## config.mk

```make
export PLATFORM = sky130hd
export DESIGN_NAME = guess_game_ctrl
export DESIGN_NICKNAME = d
export VERILOG_FILES = /design/src/rtl/guess_game_ctrl.sv
export SDC_FILE = /design/constraint.sdc
export NUM_CORES = 1
export LEC_CHECK = 0
export BUFFER_PORTS_ARGS = -buffer_cell sky130_fd_sc_hd__buf_4
export CAP_MARGIN = 15
export CORE_MARGIN = 3
export CORE_UTILIZATION = 51
export DETAILED_ROUTE_END_ITERATION = 8
export PLACE_DENSITY = 0.81
export SETUP_SLACK_MARGIN = 0.4
export SLEW_MARGIN = 20
export SYNTH_ARGS = -nofsm -noshare
export SYNTH_HDL_FRONTEND = slang
export SYNTH_SLANG_ARGS = --single-unit
```

## constraint.sdc

```tcl
create_clock -name clk -period 2 [get_ports clk]
set_input_delay 0.2 -clock clk [delete_from_list [all_inputs] [get_ports clk]]
set_output_delay 0.2 -clock clk [all_outputs]
set_load 0.02 [all_outputs]
```

## src/rtl/guess_game_ctrl.sv

```systemverilog
// Number-guessing game controller: latches the LFSR output as target on start and judges guesses.
// Optional idle-guess timeout is compiled in when GUESS_TIMEOUT_EN is defined.
module guess_game_ctrl #(
    parameter int WIDTH          = 8,
    parameter int MAX_TRIES      = 7,
    parameter int TIMEOUT_CYCLES = 500000000
) (
    input  logic             clk,
    input  logic             rst_n,
    input  logic             start,
    input  logic             guess_valid,
    input  logic [WIDTH-1:0] guess,
    input  logic [WIDTH-1:0] range_min,
    input  logic [WIDTH-1:0] range_max,
    input  logic [WIDTH-1:0] rng_num,
    output logic             rng_en,
    output logic [WIDTH-1:0] target,
    output logic [1:0]       hint,
    output logic             hint_valid,
    output logic [3:0]       tries_left,
    output logic             busy,
    output logic             win,
    output logic             lose,
    output logic             timeout
);

    typedef enum logic [1:0] {
        S_IDLE = 2'd0,
        S_PLAY = 2'd1,
        S_WIN  = 2'd2,
        S_LOSE = 2'd3
    } state_t;

    localparam logic [1:0] HINT_NONE = 2'b00;
    localparam logic [1:0] HINT_LOW  = 2'b01;
    localparam logic [1:0] HINT_HIGH = 2'b10;
    localparam logic [1:0] HINT_HIT  = 2'b11;

    state_t           state_q, state_d;
    logic [WIDTH-1:0] target_q, target_d;
    logic [1:0]       hint_q, hint_d;
    logic             hint_valid_q, hint_valid_d;
    logic [3:0]       tries_q, tries_d;

    logic [WIDTH-1:0] eff_min, eff_max;
    logic             in_range;
    logic             tmo_expire;
    logic             wrong;

    // Inverted bounds fall back to the full range, mirroring the generator's protection.
    always_comb begin
        if (range_max >= range_min) begin
            eff_min = range_min;
            eff_max = range_max;
        end else begin
            eff_min = '0;
            eff_max = '1;
        end
    end

    assign in_range = (guess >= eff_min) && (guess <= eff_max);

`ifdef GUESS_TIMEOUT_EN
    localparam int CNT_W = $clog2(TIMEOUT_CYCLES + 1);
    localparam logic [CNT_W-1:0] CNT_LAST = CNT_W'(TIMEOUT_CYCLES - 1);

    logic [CNT_W-1:0] cnt_q, cnt_d;
    logic             timeout_q, timeout_d;

    // A real guess or a restart in the expiry cycle wins over the timeout.
    assign tmo_expire = (state_q == S_PLAY) && !start && !guess_valid && (cnt_q == CNT_LAST);

    always_comb begin
        cnt_d     = cnt_q + 1'b1;
        timeout_d = tmo_expire;
        if ((state_q != S_PLAY) || start || guess_valid || tmo_expire) begin
            cnt_d = '0;
        end
    end

    always_ff @(posedge clk or negedge rst_n) begin
        if (!rst_n) begin
            cnt_q     <= '0;
            timeout_q <= 1'b0;
        end else begin
            cnt_q     <= cnt_d;
            timeout_q <= timeout_d;
        end
    end

    assign timeout = timeout_q;
`else
    logic unused_timeout_cfg;
    assign unused_timeout_cfg = (TIMEOUT_CYCLES > 0);
    assign tmo_expire         = 1'b0;
    assign timeout            = 1'b0;
`endif

    always_comb begin
        state_d      = state_q;
        target_d     = target_q;
        hint_d       = hint_q;
        hint_valid_d = 1'b0;
        tries_d      = tries_q;
        wrong        = 1'b0;

        if (start) begin
            state_d  = S_PLAY;
            target_d = rng_num;
            tries_d  = 4'(MAX_TRIES);
            hint_d   = HINT_NONE;
        end else if (state_q == S_PLAY) begin
            if (guess_valid) begin
                hint_valid_d = 1'b1;
                if (!in_range) begin
                    hint_d = HINT_NONE;
                end else if (guess == target_q) begin
                    hint_d  = HINT_HIT;
                    state_d = S_WIN;
                end else begin
                    hint_d = (guess < target_q) ? HINT_LOW : HINT_HIGH;
                    wrong  = 1'b1;
                end
            end else if (tmo_expire) begin
                hint_valid_d = 1'b1;
                hint_d       = HINT_NONE;
                wrong        = 1'b1;
            end

            // tries_left is at least 1 throughout PLAY, so the last miss lands exactly on 0.
            if (wrong) begin
                if (tries_q <= 4'd1) begin
                    tries_d = 4'd0;
                    state_d = S_LOSE;
                end else begin
                    tries_d = tries_q - 4'd1;
                end
            end
        end
    end

    always_ff @(posedge clk or negedge rst_n) begin
        if (!rst_n) begin
            state_q      <= S_IDLE;
            target_q     <= '0;
            hint_q       <= HINT_NONE;
            hint_valid_q <= 1'b0;
            tries_q      <= 4'd0;
        end else begin
            state_q      <= state_d;
            target_q     <= target_d;
            hint_q       <= hint_d;
            hint_valid_q <= hint_valid_d;
            tries_q      <= tries_d;
        end
    end

    assign rng_en     = (state_q != S_PLAY);
    assign target     = target_q;
    assign hint       = hint_q;
    assign hint_valid = hint_valid_q;
    assign tries_left = tries_q;
    assign busy       = (state_q == S_PLAY);
    assign win        = (state_q == S_WIN);
    assign lose       = (state_q == S_LOSE);

endmodule

```

==> impl_metrics.py <==
metrics = {
    "cells_and_area": {
        "flow.area_growth_from_synthesis_pct": 46.2,
        "final_nets": 338,
        "final_layout_size_suffix_gt1_frac": 0.386,
        "finalNonFillerCells": 309,
        "antenna_cells": 0,
    },
    "logic_synthesis": {
        "synth_area_per_cell_um2": 8.59,
        "fraction_of_the_mapped_netlist_area_in_simple_logic_gates": 0.204,
        "post_synthesis_share_of_cell_area_spent_on_full_adders_half_adders_and_majority_gates": 0.259,
        "yosysTopAreaCellShare": 0.259,
        "synthesized_netlist_cell_count": 191,
        "synthDistinctLibCells": 46,
        "netlist.top_cell.by_area": "sky130_fd_sc_hd__dfrtp_1",
        "postSynthRegisterBits": 17,
        "largest_family_of_logic_cells_by_synthesized_area": "adder cells",
        "proportion_of_synthesized_area_in_mux_cells": 0.0191,
        "number_of_enable_type_register_cells_in_the_synthesized_netlist": 0,
        "synth-async-reset-ratio": 1.00,
        "synth_fp_nets": 261,
        "synthTopCellsByArea": "sky130_fd_sc_hd__dfrtp_1 (26%), sky130_fd_sc_hd__ha_1 (26%), sky130_fd_sc_hd__inv_1 (5.0%), sky130_fd_sc_hd__o21ai_0 (4.0%), sky130_fd_sc_hd__a21oi_1 (3.4%)",
        "synth-compound-area-share": 0.182,
        "synthesis.yosys.warnings": 0,
        "synth_xor_area_frac": 0,
        "mappedNetlistArea_mm2": 0.00164,
        "synth_ff_type": "sky130_fd_sc_hd__dfrtp_1",
        "synth.yosys.seq_area_share": 0.259,
    },
    "route": {
        "detail_route.wirelength_mm": 4.44,
        "route.detailed.vias_per_inst": 5.47,
        "detail_route.wl_per_cell_um": 14.4,
        "vias": 1689,
        "first_iter_violations": 75,
        "number_of_iterations_in_the_first_detailed_routing_pass": 4,
        "detail_route.drc_violations": 0,
        "detail-route-antenna-nets": 0,
    },
    "floorplan": {
        "die_outline_area_mm2": 0.00394,
        "coreArea_mm2": 0.00290,
        "io_pins": 56,
        "floorplan.die.width_um": 62.7,
        "rows": 19,
        "dieHeight_um": 62.7,
        "initial_util": 0.566,
    },
    "timing": {
        "timing.fmax_mhz": 341,
        "hold_violations": 0,
        "setup_tns_ns": -6.81,
        "rsz0062_at_grt": "true",
        "timing_max_transition_violations_final": 0,
        "setup_violations": 8,
        "post-route-worst-setup-slack_ns": -0.929,
        "fin_crit_ns": 2.93,
        "fin_skew_ns": 0.00198,
        "post-route-period-util": 1.46,
    },
    "critical_path": {
        "worstPathArrival_ns": 3.12,
        "timing.critical_path.to_type": "flip-flop",
        "critical_path.max_fanout": 8,
        "timing.critical_path.from_type": "input port",
        "reg_to_reg_slack_setup_ns": 0.06,
        "timing_worst_setup_path_type": "input port to flip-flop",
        "critPathRequiredTime_ns": 2.19,
    },
    "power_and_ir_drop": {
        "sw_frac_of_total": 0.371,
        "static-leakage-power_nw": 1.20,
        "power.internal_uw": 735,
        "totalPowerFinal_mw": 1.17,
        "power_frac_clock": 0.165,
        "cellPowerDensity_mw_per_mm2": 487,
        "logic_pwr_share": 0.496,
        "ir_drop_v": 0.000547,
        "net-switching-power_uw": 433,
        "seq_power_share": 0.340,
    },
    "placed_design": {
        "place_worst_setup_slack_ns": -1.34,
        "place.port_buffers": 54,
        "gp_congestion": 0.806,
        "dpl.cell_count": 303,
        "place.detailed.hpwl_mm": 3.45,
    },
    "clock_network": {
        "cts-root-to-sink-buffers": 2,
        "tritoncts": "yes",
        "post-cts-setup-buffer-count": 0,
        "clkSlewWorstSetupHoldPaths_ns": 0.10,
        "clockRootBuffer": "sky130_fd_sc_hd__clkbuf_4",
        "clock_tree.htree_level_count": 1,
        "cts.sinks": 17,
        "numCtsBuffers": 3,
        "clock_latency_reported_for_the_late_side_of_the_worst_skew_pair_ns": 0.30,
    },
    "grt": {
        "grt-ovfl-total": 0,
        "grt_pass1_wl_mm": 7.66,
        "grt_util_all_layers": 0.239,
        "grt_max_degree": 26,
        "first_global_vias": 1756,
        "initial_antenna_violation_count": 0,
    },
    "outcome": {
        "status": "finished, violations left",
        "violated_checks": "setup timing",
    },
    "run": {
        "cap_violations": 0,
    },
    "min_path": {
        "hold_path.class": "input port to flip-flop",
    },
}
==> metal layers <==
metal / up-vias / wire [um] / share of wire / track usage
met5: - / 0 / 0 / 0
met1: 784 / 1910 / 0.43 / 0.296
met3: 8 / 249 / 0.056 / 0.0540
met2: 51 / 2220 / 0.50 / 0.415
met4: 0 / 63 / 0.014 / 0.0634
li1: 846 / - / - / -
==> cell families after synthesis <==
| family | count (synthesis) |
|---|---|
| AND/OR/NAND/NOR | 62 |
| AO/OA/AOI/OAI | 45 |
| adder cells (fa/ha/maj) | 34 |
| buffers and inverters | 29 |
| flip-flops | 17 |
| multiplexers | 3 |
| other | 1 |
==> worst max-delay path, cell delays in order <==
cell	delay [ns]
sky130_fd_sc_hd__buf_8	0.08
sky130_fd_sc_hd__inv_4	0.03
sky130_fd_sc_hd__ha_4	0.25
sky130_fd_sc_hd__nand2b_4	0.10
sky130_fd_sc_hd__a21o_1	0.10
sky130_fd_sc_hd__a21o_1	0.12
sky130_fd_sc_hd__a21oi_2	0.07
sky130_fd_sc_hd__o221a_4	0.31
sky130_fd_sc_hd__or3_1	0.35
sky130_fd_sc_hd__ha_1	0.27
sky130_fd_sc_hd__o21a_1	0.17
sky130_fd_sc_hd__o21ai_1	0.11
sky130_fd_sc_hd__a221oi_1	0.10
sky130_fd_sc_hd__o32a_1	0.37
sky130_fd_sc_hd__buf_6	0.17
sky130_fd_sc_hd__a221o_1	0.32
==> what timing repair did <==
item | 4_1_cts | 5_1_grt
gates cloned | 1 | 0
hold buffers | 1 | 0
pin swaps | 12 | 16
gates resized for setup | 14 | 9
endpoints found under the setup margin | 8 | 8
endpoints found under the hold margin | 17 | 0
==> synth_stat cells (2+ instances only) <==
cell,n
sky130_fd_sc_hd__ha_1,34
sky130_fd_sc_hd__inv_1,22
sky130_fd_sc_hd__dfrtp_1,17
sky130_fd_sc_hd__nand2_1,14
sky130_fd_sc_hd__o21ai_0,13
sky130_fd_sc_hd__a21oi_1,11
sky130_fd_sc_hd__nor3_1,10
sky130_fd_sc_hd__nor2_1,9
sky130_fd_sc_hd__or3_1,8
sky130_fd_sc_hd__clkbuf_1,4
sky130_fd_sc_hd__nand4_1,4
sky130_fd_sc_hd__nor2b_1,4
sky130_fd_sc_hd__a21o_1,3
sky130_fd_sc_hd__nor3b_1,3
sky130_fd_sc_hd__and2_1,2
sky130_fd_sc_hd__mux2i_1,2
sky130_fd_sc_hd__o31ai_1,2
==> cell type report <==
cell class | count | area (um2)
Tap cell | 42 | 52.6
Timing Repair Buffer | 78 | 607
Fill cell | 203 | 500
Sequential cell | 17 | 425
Clock buffer | 4 | 26.3
Inverter | 22 | 85.1
Multi-Input combinational cell | 146 | 1200
==> final timing paths <==
| kind | from | end | cells past startpoint |
|---|---|---|---|
| setup / recovery | range_max[0] | tries_left[0]$_DFFE_PN0P_ | 16 |
| hold / removal | rng_num[6] | target[6]$_DFFE_PN0P_ | 3 |
| setup reg to reg | target[3]$_DFFE_PN0P_ | tries_left[0]$_DFFE_PN0P_ | 7 |
| hold reg to reg | hint[0]$_DFFE_PN0P_ | hint[0]$_DFFE_PN0P_ | 2 |
| max in group asynchronous | rst_n | tries_left[0]$_DFFE_PN0P_ | 2 |
| min in group asynchronous | rst_n | tries_left[3]$_DFFE_PN0P_ | 2 |
==> power by group through the flow <==
stage	sequential (mW)	combinational, mW	clock, mW
floorplan	0.433	0.270	0
global placement	0.401	0.500	0
detailed placement	0.401	0.520	0
CTS	0.396	0.556	0.196
global route	0.401	0.642	0.216
finish	0.397	0.579	0.192
==> layout by cell type, fill, tap and decap left out, types with 2 or more instances in the layout <==
master / count
sky130_fd_sc_hd__nand2_1: 13
sky130_fd_sc_hd__o31ai_1: 2
sky130_fd_sc_hd__o21ai_2: 2
sky130_fd_sc_hd__a21o_1: 3
sky130_fd_sc_hd__nor3b_1: 3
sky130_fd_sc_hd__dfrtp_1: 17
sky130_fd_sc_hd__ha_1: 33
sky130_fd_sc_hd__nor2_1: 8
sky130_fd_sc_hd__nor3_1: 8
sky130_fd_sc_hd__nand4_1: 4
sky130_fd_sc_hd__o21ai_0: 10
sky130_fd_sc_hd__or3_1: 8
sky130_fd_sc_hd__and2_1: 2
sky130_fd_sc_hd__buf_4: 73
sky130_fd_sc_hd__inv_1: 21
sky130_fd_sc_hd__buf_6: 3
sky130_fd_sc_hd__nor2b_1: 3
sky130_fd_sc_hd__mux2i_1: 2
sky130_fd_sc_hd__clkbuf_4: 3
sky130_fd_sc_hd__a21oi_2: 4
sky130_fd_sc_hd__a21oi_1: 8
sky130_fd_sc_hd__o21ai_1: 2
==> registers in the layout, indices dropped and copies added (netlist names) <==
signal,count
hint,2
hint_valid,1
state_q,2
target,8
tries_left,4
==> stage by stage <==
| stage | util | instance area (um2) | hold WS, ns |
|---|---|---|---|
| floorplan | - | 1670 | -0.0956 |
| detailed placement | 0.777 | 2250 | 0.0747 |
| finish | 0.827 | 2400 | 0.0961 |
| CTS | 0.814 | 2360 | 0.0970 |
| global route | 0.827 | 2400 | 0.0879 |
| global placement | 0.777 | 2250 | 0.0734 |
No activity file was read; power rests on OpenSTA's default activity.
